`config.mk`:
```
export PLATFORM = sky130hd
export DESIGN_NAME = adder_seq_ctrl
export DESIGN_NICKNAME = d
export VERILOG_FILES = /design/src/rtl/adder_seq_pkg.sv /design/src/rtl/fulladderNbit.sv /design/src/rtl/adder_seq_ctrl.sv
export SDC_FILE = /design/constraint.sdc
export NUM_CORES = 1
export LEC_CHECK = 0
export CORE_MARGIN = 4
export CORE_UTILIZATION = 45
export DETAILED_ROUTE_END_ITERATION = 10
export GPL_TIMING_DRIVEN = 0
export PLACE_DENSITY_LB_ADDON = 0.25
export SETUP_SLACK_MARGIN = 0.02
export SLEW_MARGIN = 20
export SYNTH_ARGS = -nofsm -noshare
export SYNTH_HDL_FRONTEND = slang
export SYNTH_SLANG_ARGS = --single-unit
export TNS_END_PERCENT = 10
```
`constraint.sdc`:
```
create_clock -name clk -period 6.3 [get_ports clk]
set_input_delay 0.945 -clock clk [delete_from_list [all_inputs] [get_ports clk]]
set_output_delay 0.945 -clock clk [all_outputs]
set_load 0.01 [all_outputs]
```
`src/rtl/adder_seq_pkg.sv`:
```
// Shared sizing and FSM state type for the sequential slice-by-slice adder.
package adder_seq_pkg;
    localparam int WORD_W    = 8;
    localparam int NUM_WORDS = 4;
    localparam int OP_W      = WORD_W * NUM_WORDS;

    typedef enum logic [1:0] {
        ST_IDLE = 2'd0,
        ST_ADD  = 2'd1,
        ST_DONE = 2'd2
    } state_e;
endpackage

```
`src/rtl/fulladderNbit.sv`:
```
// Combinational N-bit ripple adder slice with carry in/out.
module fulladderNbit #(
    parameter int N = 8
) (
    input  logic [N-1:0] a,
    input  logic [N-1:0] b,
    input  logic         cin,
    output logic [N-1:0] sum,
    output logic         cout
);
    always_comb begin
        {cout, sum} = {1'b0, a} + {1'b0, b} + {{N{1'b0}}, cin};
    end
endmodule

```
`src/rtl/adder_seq_ctrl.sv`:
```
// Adds two OP_W operands one WORD_W slice per clock through a single shared adder; result valid NUM_WORDS edges after accept.
// Holds the result in DONE until out_ready; accepts a new request only from IDLE.
module adder_seq_ctrl #(
    parameter int   WORD_W    = adder_seq_pkg::WORD_W,
    parameter int   NUM_WORDS = adder_seq_pkg::NUM_WORDS,
    localparam int  OP_W      = WORD_W * NUM_WORDS
) (
    input  logic            clk,
    input  logic            reset,
    input  logic            in_valid,
    output logic            in_ready,
    input  logic [OP_W-1:0] in_a,
    input  logic [OP_W-1:0] in_b,
    input  logic            in_cin,
    output logic            out_valid,
    input  logic            out_ready,
    output logic [OP_W-1:0] out_sum,
    output logic            out_cout
);
    import adder_seq_pkg::*;

    localparam int               IDX_W    = (NUM_WORDS > 1) ? $clog2(NUM_WORDS) : 1;
    localparam logic [IDX_W-1:0] LAST_IDX = IDX_W'(NUM_WORDS - 1);

    state_e            state_q, state_d;
    logic [IDX_W-1:0]  idx_q, idx_d;
    logic              carry_q, carry_d;
    logic [OP_W-1:0]   a_q, a_d;
    logic [OP_W-1:0]   b_q, b_d;
    logic [OP_W-1:0]   sum_q, sum_d;
    logic              cout_q, cout_d;

    logic [WORD_W-1:0] a_slice, b_slice, fa_sum;
    logic              fa_cout;

    always_comb begin
        a_slice = a_q[int'(idx_q) * WORD_W +: WORD_W];
        b_slice = b_q[int'(idx_q) * WORD_W +: WORD_W];
    end

    fulladderNbit #(
        .N (WORD_W)
    ) u_fa (
        .a    (a_slice),
        .b    (b_slice),
        .cin  (carry_q),
        .sum  (fa_sum),
        .cout (fa_cout)
    );

    always_comb begin
        state_d = state_q;
        idx_d   = idx_q;
        carry_d = carry_q;
        a_d     = a_q;
        b_d     = b_q;
        sum_d   = sum_q;
        cout_d  = cout_q;
        case (state_q)
            ST_IDLE: begin
                if (in_valid) begin
                    a_d     = in_a;
                    b_d     = in_b;
                    carry_d = in_cin;
                    idx_d   = '0;
                    state_d = ST_ADD;
                end
            end
            ST_ADD: begin
                sum_d[int'(idx_q) * WORD_W +: WORD_W] = fa_sum;
                carry_d = fa_cout;
                idx_d   = idx_q + 1'b1;
                if (idx_q == LAST_IDX) begin
                    cout_d  = fa_cout;
                    state_d = ST_DONE;
                end
            end
            ST_DONE: begin
                // No accept on the consume edge: IDLE is only reached after it.
                if (out_ready) begin
                    state_d = ST_IDLE;
                end
            end
            default: state_d = ST_IDLE;
        endcase
    end

    always_ff @(posedge clk or posedge reset) begin
        if (reset) begin
            state_q <= ST_IDLE;
            idx_q   <= '0;
            carry_q <= 1'b0;
            a_q     <= '0;
            b_q     <= '0;
            sum_q   <= '0;
            cout_q  <= 1'b0;
        end else begin
            state_q <= state_d;
            idx_q   <= idx_d;
            carry_q <= carry_d;
            a_q     <= a_d;
            b_q     <= b_d;
            sum_q   <= sum_d;
            cout_q  <= cout_d;
        end
    end

    assign in_ready  = (state_q == ST_IDLE);
    assign out_valid = (state_q == ST_DONE);
    assign out_sum   = sum_q;
    assign out_cout  = cout_q;
endmodule

```
# Word-level counts from Yosys, hierarchy flattened
# Cells that the tools add are included.
[word_totals] elab_cells=36 regBits=102 input_bits=69
[classes] mux=9 n_addsub=4 reduce_logical=6 n_shift=4 n_eq_ne=6
[ops] op="32-bit by 6-bit indexed part select with 8-bit output" n=2
[ops] op="5-bit negation with 33-bit output" n=1
[ops] op="8-bit by 33-bit variable shift with 32-bit output (first input constant)" n=1
[ops] op="8-bit by 33-bit indexed part select with 32-bit output" n=1
[ops] op="32-bit bitwise mux" n=1
[ops] op="8-bit by 8-bit adder with 9-bit output" n=1
[ops] op="9-bit by 1-bit adder with 9-bit output" n=1
[ops] op="2-bit two-way mux" n=4
[ops] op="2-bit case mux with 3 select lines" n=1
[ops] op="2-bit AND reduction" n=3
[ops] op="2-bit equality test (second input constant)" n=2
[ops] op="2-bit inequality test (second input constant)" n=2
[ops] op="2-bit case mux with 2 select lines" n=1
[ops] op="3-bit AND reduction" n=1
[ops] op="2-bit by 1-bit adder with 2-bit output (second input constant)" n=1
[ops] op="2-bit by 1-bit equality test with 1-bit output (second input constant)" n=1
[ops] op="2-bit logical NOT" n=1
[ops] op="2-bit by 1-bit inequality test with 1-bit output (second input constant)" n=1
[ops] op="1-bit case mux with 2 select lines" n=1
[ops] op="2-bit nonzero test" n=1
[ops] op="1-bit two-way mux" n=1

# Longest topological paths before layout
[depth] depth_word=5 mapped_depth=10

# Cells and area by module
# Synthesis repeated with hierarchy kept, for this count alone.
[unflattened] hier_cells=362 area_unflattened_um2=5079.9
[by_module_without_submodules] mod="adder_seq_ctrl" area_each_um2=4748.3 cells_each=322 seq_area_each_um2=2552.4 n_inst=1
[by_module_without_submodules] mod="fulladderNbit" area_each_um2=331.6 cells_each=40 seq_area_each_um2=0.0 n_inst=1

# Least setup slack after synthesis
# Ideal clock, no wire load.
[synth_path] path_kind="flip-flop to flip-flop" start="reg idx_q[0]" end="reg sum_q[30] (netlist: out_sum[30])" path_stages_with_launch=10 setup_time_ps=121 path_buffers=1 setup_slack_ps=3257 arrival_ps=2923 t_required_ps=6179 cell_sequence="dfrtp_1 > buf_2 > mux4_2 > fa_1 > fa_1 > a21oi_1 > o21ai_0 > a21oi_1 > xnor2_1 > a22o_1"
[synth_between] elab_chain_cells=5 elab_cells_between_ends=8 classes_between="add/sub: 3; shift: 4; mux: 1"
[synth_lines] item="from (decl)" line="adder_seq_ctrl.sv:26" source="logic [IDX_W-1:0] idx_q, idx_d;"
[synth_lines] item="from (signal assigned)" line="adder_seq_ctrl.sv:99" source="idx_q <= idx_d;"
[synth_lines] item="32-bit by 6-bit indexed part select with 8-bit output, on equally long branches" line="adder_seq_ctrl.sv:37, adder_seq_ctrl.sv:38"
[synth_lines] item="8-bit by 8-bit adder with 9-bit output" line="fulladderNbit.sv:12" source="{cout, sum} = {1'b0, a} + {1'b0, b} + {{N{1'b0}}, cin};"
[synth_lines] item="9-bit by 1-bit adder with 9-bit output" line="fulladderNbit.sv:12"
[synth_lines] item="8-bit by 33-bit indexed part select with 32-bit output" line="adder_seq_ctrl.sv:70" source="sum_d[int'(idx_q) * WORD_W +: WORD_W] = fa_sum;"
[synth_lines] item="32-bit bitwise mux *" line="adder_seq_ctrl.sv:70"
[synth_lines] item="to (signal assigned)" line="adder_seq_ctrl.sv:103" source="sum_q <= sum_d;"
[synth_lines] item="to (decl)" line="adder_seq_ctrl.sv:30" source="logic [OP_W-1:0] sum_q, sum_d;"
# Every way passes the cells marked *; elsewhere a longest branch is shown, timed or not.
# A chain may end at the register's enable or synchronous reset.

# Worst setup path in the final report
[layout_path] start="reg idx_q[1]" end="reg carry_q"
[layout_between] elab_chain_cells=4 elab_cells_between_ends=5 classes_between="add/sub: 2; shift: 2; mux: 1"
[layout_lines] item="32-bit by 6-bit indexed part select with 8-bit output, on equally long branches" line="adder_seq_ctrl.sv:37, adder_seq_ctrl.sv:38"
[layout_lines] item="8-bit by 8-bit adder with 9-bit output *" line="fulladderNbit.sv:12"
[layout_lines] item="9-bit by 1-bit adder with 9-bit output *" line="fulladderNbit.sv:12"
[layout_lines] item="1-bit case mux with 2 select lines *" line="adder_seq_ctrl.sv:59" source="case (state_q)"
[layout_lines] item="to (signal assigned)" line="adder_seq_ctrl.sv:100" source="carry_q <= carry_d;"
[layout_lines] item="to (decl)" line="adder_seq_ctrl.sv:27" source="logic carry_q, carry_d;"
# Marks and branches as above.

==> Flow_metrics.wiki <==
{| class="wikitable"
! Metric !! Value
|-
| Count of hold buffers inserted by post-cts repair || 0
|-
| Htree depth || 3
|-
| Site Rows || 37
|-
| Sum Neg Setup Slack || 0 ps
|-
| Largest clock skew in the final design || 12.8 ps
|-
| Peak VDD IR || 0.313 mV
|-
| Nets || 515
|-
| CTS buffer count || 9
|-
| Pin count of the biggest net entering global routing || 86
|-
| Global placement routability congestion || 0.826
|-
| Critical path cell sequence || clkbuf_1 > buf_2 > mux4_2 > fa_1 > fa_1 > a21oi_1 > o21ai_0 > a21bo_2 > a21oi_1 > o221ai_1
|-
| Avg Cell Area, Syn || 14.9 um^2
|-
| Via-per-instance ratio || 5.25
|-
| Reg-to-reg slack, setup || 2490 ps
|-
| Critical Path End Type || flop
|-
| Detail-routed net length per standard cell || 17.8 um
|-
| Number of nets with antenna violations after routing || 0
|-
| RR Startpoint || idx_q[1]$_DFFE_PP0P_
|-
| Number of standard cells after synthesis || 316
|-
| Required time of the worst setup path || 6520 ps
|-
| Reg-to-reg critical path endpoint || carry_q$_DFFE_PP0P_
|-
| Worst Tran Pin Value || 645 ps
|-
| Clock tree from TritonCTS || done
|-
| Global-route total usage across every layer || 17.8%
|-
| Overall die area || 12200 um^2
|-
| Port Buf Inserts || 103
|-
| Number of hold violations in the final report || 0
|-
| Classification of the worst setup path || reg -> reg
|-
| Number of antenna violations at the first check in global routing || 0
|-
| Dominant register cell in the synthesized netlist || sky130_fd_sc_hd__dfrtp_1
|-
| Total leakage power || 0.00258 uW
|-
| Remaining DRCs || 0
|-
| Post-Synthesis Net Count || 400
|-
| Setup repair after global routing missed its margin || false
|-
| Worst hold path startpoint || out_sum[15]$_DFFE_PP0P_
|-
| Relative slew slack || 56.8%
|-
| Horiz. Die Dim || 110 um
|-
| Final critical-path required period || 3810 ps
|-
| Number of storage elements in the synthesis netlist || 102
|-
| I/O pin total || 104
|-
| Crit path DAT || 4030 ps
|-
| Count of buffers added by post-CTS timing repair for setup || 0
|-
| Clock latency of the later-clocked register in the worst-skew pair || 360 ps
|-
| Total area of multi-input combinational cells || 2020 um^2
|-
| Num Clock Sinks || 102
|-
| Hold Path Depth || 2
|-
| Overall power || 3540 uW
|-
| Fraction of final layout cells sized beyond drive strength 1 || 27.4%
|-
| Max-slew violation total from the final report || 0
|-
| Footprint of the flip-flops and latches || 2550 um^2
|-
| Total via count after detailed routing || 3000
|-
| Peak Freq || 0.262 GHz
|-
| Class of the worst hold path || reg -> reg
|-
| Yosys Warn Count || 0
|-
| Via count of the first global-routing pass || 3122
|-
| Kind of start point of the critical path || flop
|-
| Highest-count cells in the layout ignoring fill and taps || sky130_fd_sc_hd__clkdlybuf4s50_1 (103), sky130_fd_sc_hd__dfrtp_1 (102), sky130_fd_sc_hd__mux2_2 (60)
|-
| Die Y || 110 um
|-
| Layout overhead on the synthesized area || 30.1%
|-
| Diode insertion count for antenna repair || 0
|-
| Distinct cell type count after synthesis || 41
|-
| Delay contributed by the slowest stage of the critical path || 500 ps
|-
| Resized cells post-CTS || 0
|-
| Number of enable flip-flop cells after synthesis || 0
|-
| Clock Tree Root || sky130_fd_sc_hd__clkbuf_8
|-
| Total grt overflow || 0
|-
| CTS Buffer Depth || 2
|-
| Total Routed Length || 10.2 mm
|-
| First-pass iteration count of the detailed router || 4
|-
| Worst-path clk slew || 90 ps
|-
| Cells on worst reg2reg path || 10
|-
| Placed wire-length estimate || 7.89 mm
|-
| Max-capacitance violation count || 0
|-
| Summed instance area of the synthesized netlist || 4720 um^2
|-
| Starting utilization of the core area || 45.9%
|-
| Terminating pin of the worst hold path || out_sum[15]$_DFFE_PP0P_
|-
| Share of the clock period used by the worst path || 60.5%
|-
| Number of setup violations in the final report || 0
|-
| Area of the placeable core || 10300 um^2
|-
| Layout filler cell count || 835
|-
| Global-route wire length before repair || 16.2 mm
|-
| Worst path slowest cell || sky130_fd_sc_hd__clkbuf_1
|-
| Share of flip-flops with an asynchronous set or reset after synthesis || 100%
|-
| Max Fanout on Critical Path || 10
|-
| Count of routing violations after the opening detailed-route iteration || 78
|-
| Most common cell after layout, fill and taps aside || sky130_fd_sc_hd__clkdlybuf4s50_1
|-
| Run status || finished clean
|-
| Power per standard cell area || 578 nW/um^2
|-
| Sequential element share of the synthesized area || 54.1%
|}
-- cell families (layout without fill, tap and decap cells) --
family	after synthesis	count (layout)	share of synthesized area [%]
fa+ha+maj	15	15	4.30
xor+xnor	5	5	0.928
mux	81	81	23.2
buf+inv	21	140	3.10
flops	102	102	54.1
compound gates	54	54	8.49
simple gates	38	38	5.94
-- area by class of cell --
cell class                      count  share of cell area, %
Inverter                            8                  0.571
Sequential cell                   102                   41.6
Buffer                             13                   1.90
Tap cell                          136                   2.77
Timing Repair Buffer              104                   17.2
Clock buffer                       13                   2.75
Clock inverter                      2                  0.265
Multi-Input combinational cell    193                   32.9
-- power by group --
| group | internal (uW) | switching, uW | total [uW] |
|---|---|---|---|
| Sequential | 952 | 159 | 1110 |
| Combinational | 982 | 1070 | 2050 |
| Clock | 175 | 211 | 386 |
| Total | 2110 | 1430 | 3540 |
-- flip-flops by register name, summed over array words and instances, names as in the netlist --
name / flops
b_q: 32
a_q: 32
out_sum: 32
out_cout: 1
state_q: 2
idx_q: 2
carry_q: 1
-- per-layer routing --
| metal | global-route usage (%) | part of all wire, % |
|---|---|---|
| met4 | 5.28 | 1.3 |
| met2 | 31.0 | 51 |
| met3 | 2.80 | 4.5 |
| met5 | 0 | 0 |
| met1 | 23.1 | 43 |
-- metrics by stage --
stage | area (um^2) | setup slack, ps | hold WS (ps) | util, % | std cells
5_1_grt | 6140 | 2260 | 496 | 59.7 | 571
3_5_place_dp | 5950 | 2450 | 471 | 57.9 | 556
2_1_floorplan | 4720 | 2680 | 452 | - | 316
4_1_cts | 6140 | 2410 | 490 | 59.7 | 571
3_3_place_gp | 5920 | 1300 | 463 | 57.6 | 555
6_report | 6140 | 2490 | 482 | 59.7 | 571
-- synthesized netlist by cell type (2+ instances only) --
cell,instances,area share [%]
sky130_fd_sc_hd__dfrtp_1,102,54
sky130_fd_sc_hd__mux2_2,60,14
sky130_fd_sc_hd__a22o_1,24,4.5
sky130_fd_sc_hd__mux4_2,16,7.6
sky130_fd_sc_hd__nand2_1,15,1.2
sky130_fd_sc_hd__ha_1,13,3.4
sky130_fd_sc_hd__o21ai_0,13,1.4
sky130_fd_sc_hd__buf_6,8,1.9
sky130_fd_sc_hd__inv_1,8,0.64
sky130_fd_sc_hd__a21oi_1,7,0.74
sky130_fd_sc_hd__mux2_1,5,1.2
sky130_fd_sc_hd__nor2_1,4,0.32
sky130_fd_sc_hd__xnor2_1,4,0.74
sky130_fd_sc_hd__buf_2,3,0.32
sky130_fd_sc_hd__nand2_4,3,0.72
sky130_fd_sc_hd__fa_1,2,0.85
sky130_fd_sc_hd__nand2b_1,2,0.27
sky130_fd_sc_hd__nor3_4,2,0.69
sky130_fd_sc_hd__o21ai_2,2,0.37
sky130_fd_sc_hd__o21bai_1,2,0.32
-- critical path: cells and delay by family (launching register included) --
kind,cells,cell delay (ps)
compound gates,5,1090
fa+ha+maj,2,890
buf+inv,2,890
flops,1,410
mux,1,380
-- how the worst max path moves through the flow --
stage / startpoint / end / slack (ps) / cells after the start
finish: idx_q[1]$_DFFE_PP0P_ / carry_q$_DFFE_PP0P_ / 2490 / 10
floorplan: reset / a_q[0]$_DFFE_PP0P_ / 2680 / 1
CTS: idx_q[1]$_DFFE_PP0P_ / carry_q$_DFFE_PP0P_ / 2410 / 10
global route: idx_q[1]$_DFFE_PP0P_ / carry_q$_DFFE_PP0P_ / 2260 / 10
global placement: reset / b_q[13]$_DFFE_PP0P_ / 1300 / 2
detailed placement: idx_q[1]$_DFFE_PP0P_ / carry_q$_DFFE_PP0P_ / 2450 / 10
Note: power is estimated with default switching activity, not from simulation.
